`config.mk`:
```
export PLATFORM = sky130hd
export DESIGN_NAME = eth_phy_10g_tx_gearbox
export DESIGN_NICKNAME = d
export VERILOG_FILES = /design/src/rtl/eth_phy_10g_tx_gearbox_pkg.sv /design/src/rtl/eth_phy_10g_tx_err_insert.sv /design/src/rtl/eth_phy_10g_tx_gearbox.sv
export SDC_FILE = /design/constraint.sdc
export NUM_CORES = 1
export LEC_CHECK = 0
export CORE_ASPECT_RATIO = 0.7
export CORE_MARGIN = 2
export CORE_UTILIZATION = 48
export DETAILED_ROUTE_END_ITERATION = 8
export PLACE_DENSITY = 0.88
export SYNTH_ARGS = -nofsm -noshare
export SYNTH_HDL_FRONTEND = slang
export SYNTH_HIERARCHICAL = 1
export SYNTH_SLANG_ARGS = --single-unit
```
`constraint.sdc`:
```
create_clock -name clk -period 3.26 [get_ports clk]
set_input_delay 0.489 -clock clk [delete_from_list [all_inputs] [get_ports clk]]
set_output_delay 0.489 -clock clk [all_outputs]
set_load 0.02 [all_outputs]
```
`src/rtl/eth_phy_10g_tx_gearbox_pkg.sv`:
```
// Shared 10GBASE-R PHY definitions used by both the TX gearbox and the RX aligner.
// Holds sync headers, the error block and gearbox sequence constants.
package eth_phy_10g_tx_gearbox_pkg;

    localparam logic [1:0] SYNC_DATA = 2'b10;
    localparam logic [1:0] SYNC_CTRL = 2'b01;

    localparam logic [7:0] BLOCK_TYPE_ERR = 8'h1E;

    // Control block of type 0x1E carrying eight /E/ codes.
    localparam logic [63:0] ERR_BLOCK = 64'h3C78F1E3C78F1E1E;

    localparam int SEQ_WIDTH = 6;
    localparam logic [SEQ_WIDTH-1:0] SEQ_MAX = 6'd32;

    localparam int WORD_WIDTH  = 64;
    localparam int BLOCK_WIDTH = 66;

    function automatic logic [SEQ_WIDTH-1:0] seq_next(input logic [SEQ_WIDTH-1:0] seq);
        return (seq == SEQ_MAX) ? '0 : seq + 6'd1;
    endfunction

endpackage

```
`src/rtl/eth_phy_10g_tx_err_insert.sv`:
```
// Block source mux: passes the encoder block through, or substitutes the error
// block on underflow and keeps a saturating count of substitutions.
module eth_phy_10g_tx_err_insert
    import eth_phy_10g_tx_gearbox_pkg::*;
#(
    parameter int DATA_WIDTH = 64,
    parameter int HDR_WIDTH  = 2,
    parameter int CNT_WIDTH  = 16
) (
    input  logic                  clk,
    input  logic                  rst,
    input  logic [DATA_WIDTH-1:0] tx_data,
    input  logic [HDR_WIDTH-1:0]  tx_hdr,
    input  logic                  tx_valid,
    input  logic                  tx_ready,
    output logic [DATA_WIDTH-1:0] blk_data,
    output logic [HDR_WIDTH-1:0]  blk_hdr,
    output logic [CNT_WIDTH-1:0]  err_block_cnt
);

    logic underflow;

    assign underflow = tx_ready && !tx_valid;

    always_comb begin
        blk_data = tx_data;
        blk_hdr  = tx_hdr;
        if (underflow) begin
            blk_data = DATA_WIDTH'(ERR_BLOCK);
            blk_hdr  = HDR_WIDTH'(SYNC_CTRL);
        end
    end

    always_ff @(posedge clk) begin
        if (rst) begin
            err_block_cnt <= '0;
        end else if (underflow && (err_block_cnt != {CNT_WIDTH{1'b1}})) begin
            err_block_cnt <= err_block_cnt + 1'b1;
        end
    end

endmodule

```
`src/rtl/eth_phy_10g_tx_gearbox.sv`:
```
// 66:64 transmit gearbox: packs one 66-bit block per cycle into 64-bit SerDes
// words, pausing block intake for one cycle in every 33 to drain the residual.
module eth_phy_10g_tx_gearbox
    import eth_phy_10g_tx_gearbox_pkg::*;
#(
    parameter int DATA_WIDTH = 64,
    parameter int HDR_WIDTH  = 2,
    parameter int CNT_WIDTH  = 16
) (
    input  logic                  clk,
    input  logic                  rst,
    input  logic [DATA_WIDTH-1:0] i_tx_data,
    input  logic [HDR_WIDTH-1:0]  i_tx_hdr,
    input  logic                  i_tx_valid,
    output logic                  o_tx_ready,
    output logic [DATA_WIDTH-1:0] o_serdes_tx_data,
    output logic [5:0]            o_tx_seq,
    output logic [CNT_WIDTH-1:0]  o_err_block_cnt
);

    localparam int BLK_W = DATA_WIDTH + HDR_WIDTH;
    localparam int BUF_W = 2 * DATA_WIDTH;

    logic [SEQ_WIDTH-1:0]  seq;
    logic [DATA_WIDTH-1:0] residual;
    logic [DATA_WIDTH-1:0] blk_data;
    logic [HDR_WIDTH-1:0]  blk_hdr;
    logic [BUF_W-1:0]      blk_shifted;
    logic [BUF_W-1:0]      packed_buf;

    // Valid/ready handshake: a block is consumed in every cycle where
    // o_tx_ready is high; if i_tx_valid is low then, the error block is used.
    assign o_tx_ready = (seq != SEQ_MAX);
    assign o_tx_seq   = seq;

    eth_phy_10g_tx_err_insert #(
        .DATA_WIDTH (DATA_WIDTH),
        .HDR_WIDTH  (HDR_WIDTH),
        .CNT_WIDTH  (CNT_WIDTH)
    ) u_err_insert (
        .clk           (clk),
        .rst           (rst),
        .tx_data       (i_tx_data),
        .tx_hdr        (i_tx_hdr),
        .tx_valid      (i_tx_valid),
        .tx_ready      (o_tx_ready),
        .blk_data      (blk_data),
        .blk_hdr       (blk_hdr),
        .err_block_cnt (o_err_block_cnt)
    );

    // Residual holds 2*seq bits; the new block lands right above them.
    always_comb begin
        blk_shifted = BUF_W'({blk_data, blk_hdr}) << {seq[4:0], 1'b0};
        packed_buf  = {{(BUF_W-DATA_WIDTH){1'b0}}, residual} | blk_shifted;
    end

    always_ff @(posedge clk) begin
        if (rst) begin
            seq              <= '0;
            residual         <= '0;
            o_serdes_tx_data <= '0;
        end else begin
            seq <= seq_next(seq);
            if (seq == SEQ_MAX) begin
                o_serdes_tx_data <= residual;
                residual         <= '0;
            end else begin
                o_serdes_tx_data <= packed_buf[DATA_WIDTH-1:0];
                residual         <= packed_buf[BUF_W-1:DATA_WIDTH];
            end
        end
    end

endmodule

```
==> metrics.md <==
| Metric | Value |
|---|---|
| Status | `completed` |
| Worst Path Buf+Inv | `2` |
| Final hold violations | `0` |
| Synth-to-Final Area Change | `27.4%` |
| Worst-Margin Slew | `1080 ps` |
| Inserted Clock Buffers | `17` |
| Vias in the first global route | `7686` |
| Vias per cell | `6.34` |
| Seq/Total Area, Yosys | `34.9%` |
| Via count | `8043` |
| GPL Wtd Cong | `1.02` |
| Number of max-cap violations | `0` |
| Synth unique cells | `64` |
| Synth Flop Type | `dfxtp_1` |
| Syn. warnings | `6` |
| Crit. End Element | `flop` |
| Syn Std Cell Area | `8600 sq um` |
| Reg2reg setup slack | `150 ps` |
| Highest cell delay on the worst timing path | `560 ps` |
| DPL Wire Length | `20700 um` |
| Residual DRC | `0` |
| CTS Buffer Depth | `2` |
| Syn Area/Cell | `9.60 sq um` |
| Min-Delay Path Class | `flop to flop` |
| DRT iter0 DRCs | `1214` |
| Global route overflow | `0` |
| Clock Skew | `12.5 ps` |
| Crit path DAT | `3400 ps` |
| Clk sinks | `150` |
| Sequential Area | `3020 sq um` |
| Antenna-violating nets left | `0` |
| Core area | `17400 sq um` |
| Slew margin rel. | `27.9%` |
| Maximum clock rate | `0.322 GHz` |
| WHS | `437 ps` |
| Top cells by count, synth | `dfxtp_1, nor2_1, mux2i_1` |
| Final wirelength | `28200 um` |
| I/O Pins | `156` |
| Largest cells by area after synthesis | `dfxtp_1, mux4_2, mux2i_1` |
| Synthesized instance count | `896` |
| Crit Path Category | `flop to flop` |
| Yosys top cell area share | `34.9%` |
| Global-route wire length before repair | `43900 um` |
| Synth area leader | `dfxtp_1` |
| CTS tree | `done` |
| Largest net degree at the start of global routing | `84` |
| Resized cells post-CTS | `0` |
| Final period util | `95.3%` |
| Max Slew Vio Count | `0` |
| Slowest-stage cell, CP | `mux4_2` |
| Number of synthesized flops with an enable pin | `0` |
| Tmin final | `3110 ps` |
| CP Data Required Time | `3560 ps` |
| Finished Core Util | `63.1%` |
| Fraction of synthesis flops using an asynchronous set or reset pin | `0%` |
| GRT Overall Usage | `30.5%` |
| Die W | `164 um` |
| Number of cell rows | `40` |
| Pwr Density | `503 nW/um^2` |
| Worst-path maximum fanout | `63` |
| Initial antenna violation count | `2` |
| VDD IR-drop max | `0.000440 V` |
| IO Port Bufs | `155` |
| Worst-path cell chain | `inv_2, ha_4, nand4_1, nand2b_2, buf_12, nand2b_1, mux4_2, mux2_2, mux2i_1, or2_0, a21oi_1` |
| Share of cells above drive strength 1 | `18.0%` |
| #FFs+latches synth | `150` |
| Final setup violation count | `0` |
| Die area | `19000 sq um` |
| First-pass DRT Iterations | `6` |
| Die Height | `116 um` |
| Drt wl/cell | `22.2 um` |
| RR Startpoint | `o_tx_seq[1]` |
| Startpoint types | `flop` |
| Worst Setup SP | `o_tx_seq[1]` |
| Multi-input logic area | `5260 sq um` |
| RSZ-0062 raised after global routing | `no` |
| H-tree Lvls | `4` |
| Layout net count | `1095` |
| Critical path's top delay family | `multiplexers` |
| Root Buffer Master | `clkbuf_16` |
| Leakage power | `3.80 nW` |
| # fillers | `1372` |
| Skew-Pair Late Insertion Delay | `430 ps` |
| # hold bufs at CTS | `0` |
| Clock slew seen by the registers of the worst setup and hold paths | `60 ps` |
| Post-synthesis net count | `968` |
| Initial Utilization | `49.5%` |
| Min-delay src | `residual[27]` |
| Post-CTS Setup Bufs | `0` |
| Most common cell in the netlist | `dfxtp_1` |
-- per-stage QoR --
step	cells	setup WS, ps	cell area (sq um)	TNS, ps	power [W]
2_1_floorplan	896	-142	8760	-980	0.00300
3_3_place_gp	1235	236	10400	0	0.00351
3_5_place_dp	1235	168	10400	0	0.00353
4_1_cts	1266	276	10900	0	0.00548
5_1_grt	1266	60.3	10900	0	0.00567
6_report	1268	153	11000	0	0.00551
-- final timing paths --
kind	to	cells past startpoint
min reg2reg	o_serdes_tx_data[27]	2
max reg2reg	o_serdes_tx_data[60]	11
max	o_serdes_tx_data[60]	11
min	o_serdes_tx_data[27]	2
-- cells by family after synthesis --
logic type,after synthesis,share of synthesized area (%)
compound gates,196,14.3
simple gates,288,16.8
flops,150,34.9
buf+inv,84,4.90
mux,158,26.9
fa+ha+maj,3,0.437
xor+xnor,17,1.73
-- final cells by class --
| cell class | instances | area share [%] |
|---|---|---|
| Clock buffer | 20 | 4.17 |
| Sequential cell | 150 | 27.5 |
| Antenna cell | 2 | 0.0457 |
| Timing Repair Buffer | 178 | 15.9 |
| Tap cell | 231 | 2.64 |
| Inverter | 14 | 0.526 |
| Clock inverter | 11 | 1.12 |
| Multi-Input combinational cell | 662 | 48.0 |
-- report_power, final --
group	leakage, nW	internal (W)	switching (W)	total [W]
clock network	0.286	0.00116	0.000798	0.00196
logic	2.28	0.000705	0.000849	0.00155
registers	1.23	0.00195	0.0000431	0.00199
-- placed cells by master (no fill, tap or decap), drive strengths merged, types with 11 or more instances in the layout --
master / count
mux2i: 66
a21oi: 63
o22ai: 54
dfxtp: 150
nor2: 101
inv: 15
o211ai: 11
and2: 30
buf: 24
nand2: 59
nor3: 13
clkbuf: 20
mux2: 40
mux4: 52
clkdlybuf4s50: 154
nand2b: 41
o21ai: 24
-- sequential cells by signal, summed over array words and instances (netlist names) --
signal,count
o_serdes_tx_data,64
residual,64
u_err_insert/err_block_cnt,16
o_tx_seq,6
-- worst min-delay path, delay by kind of cell, from the launching register on --
kind,cells,cell delay (ps)
flip-flops,1,290
buffers and inverters,1,40
AO/OA/AOI/OAI,1,50
-- layer usage --
layer / routed length (um) / global-route usage (%) / part of all wire, %
met5: 0 / 0 / 0
met4: 1140 / 14.1 / 4.1
met3: 3890 / 11.0 / 14
met2: 12300 / 45.9 / 44
met1: 10900 / 39.4 / 38
Note: power is estimated with default switching activity, not from simulation.
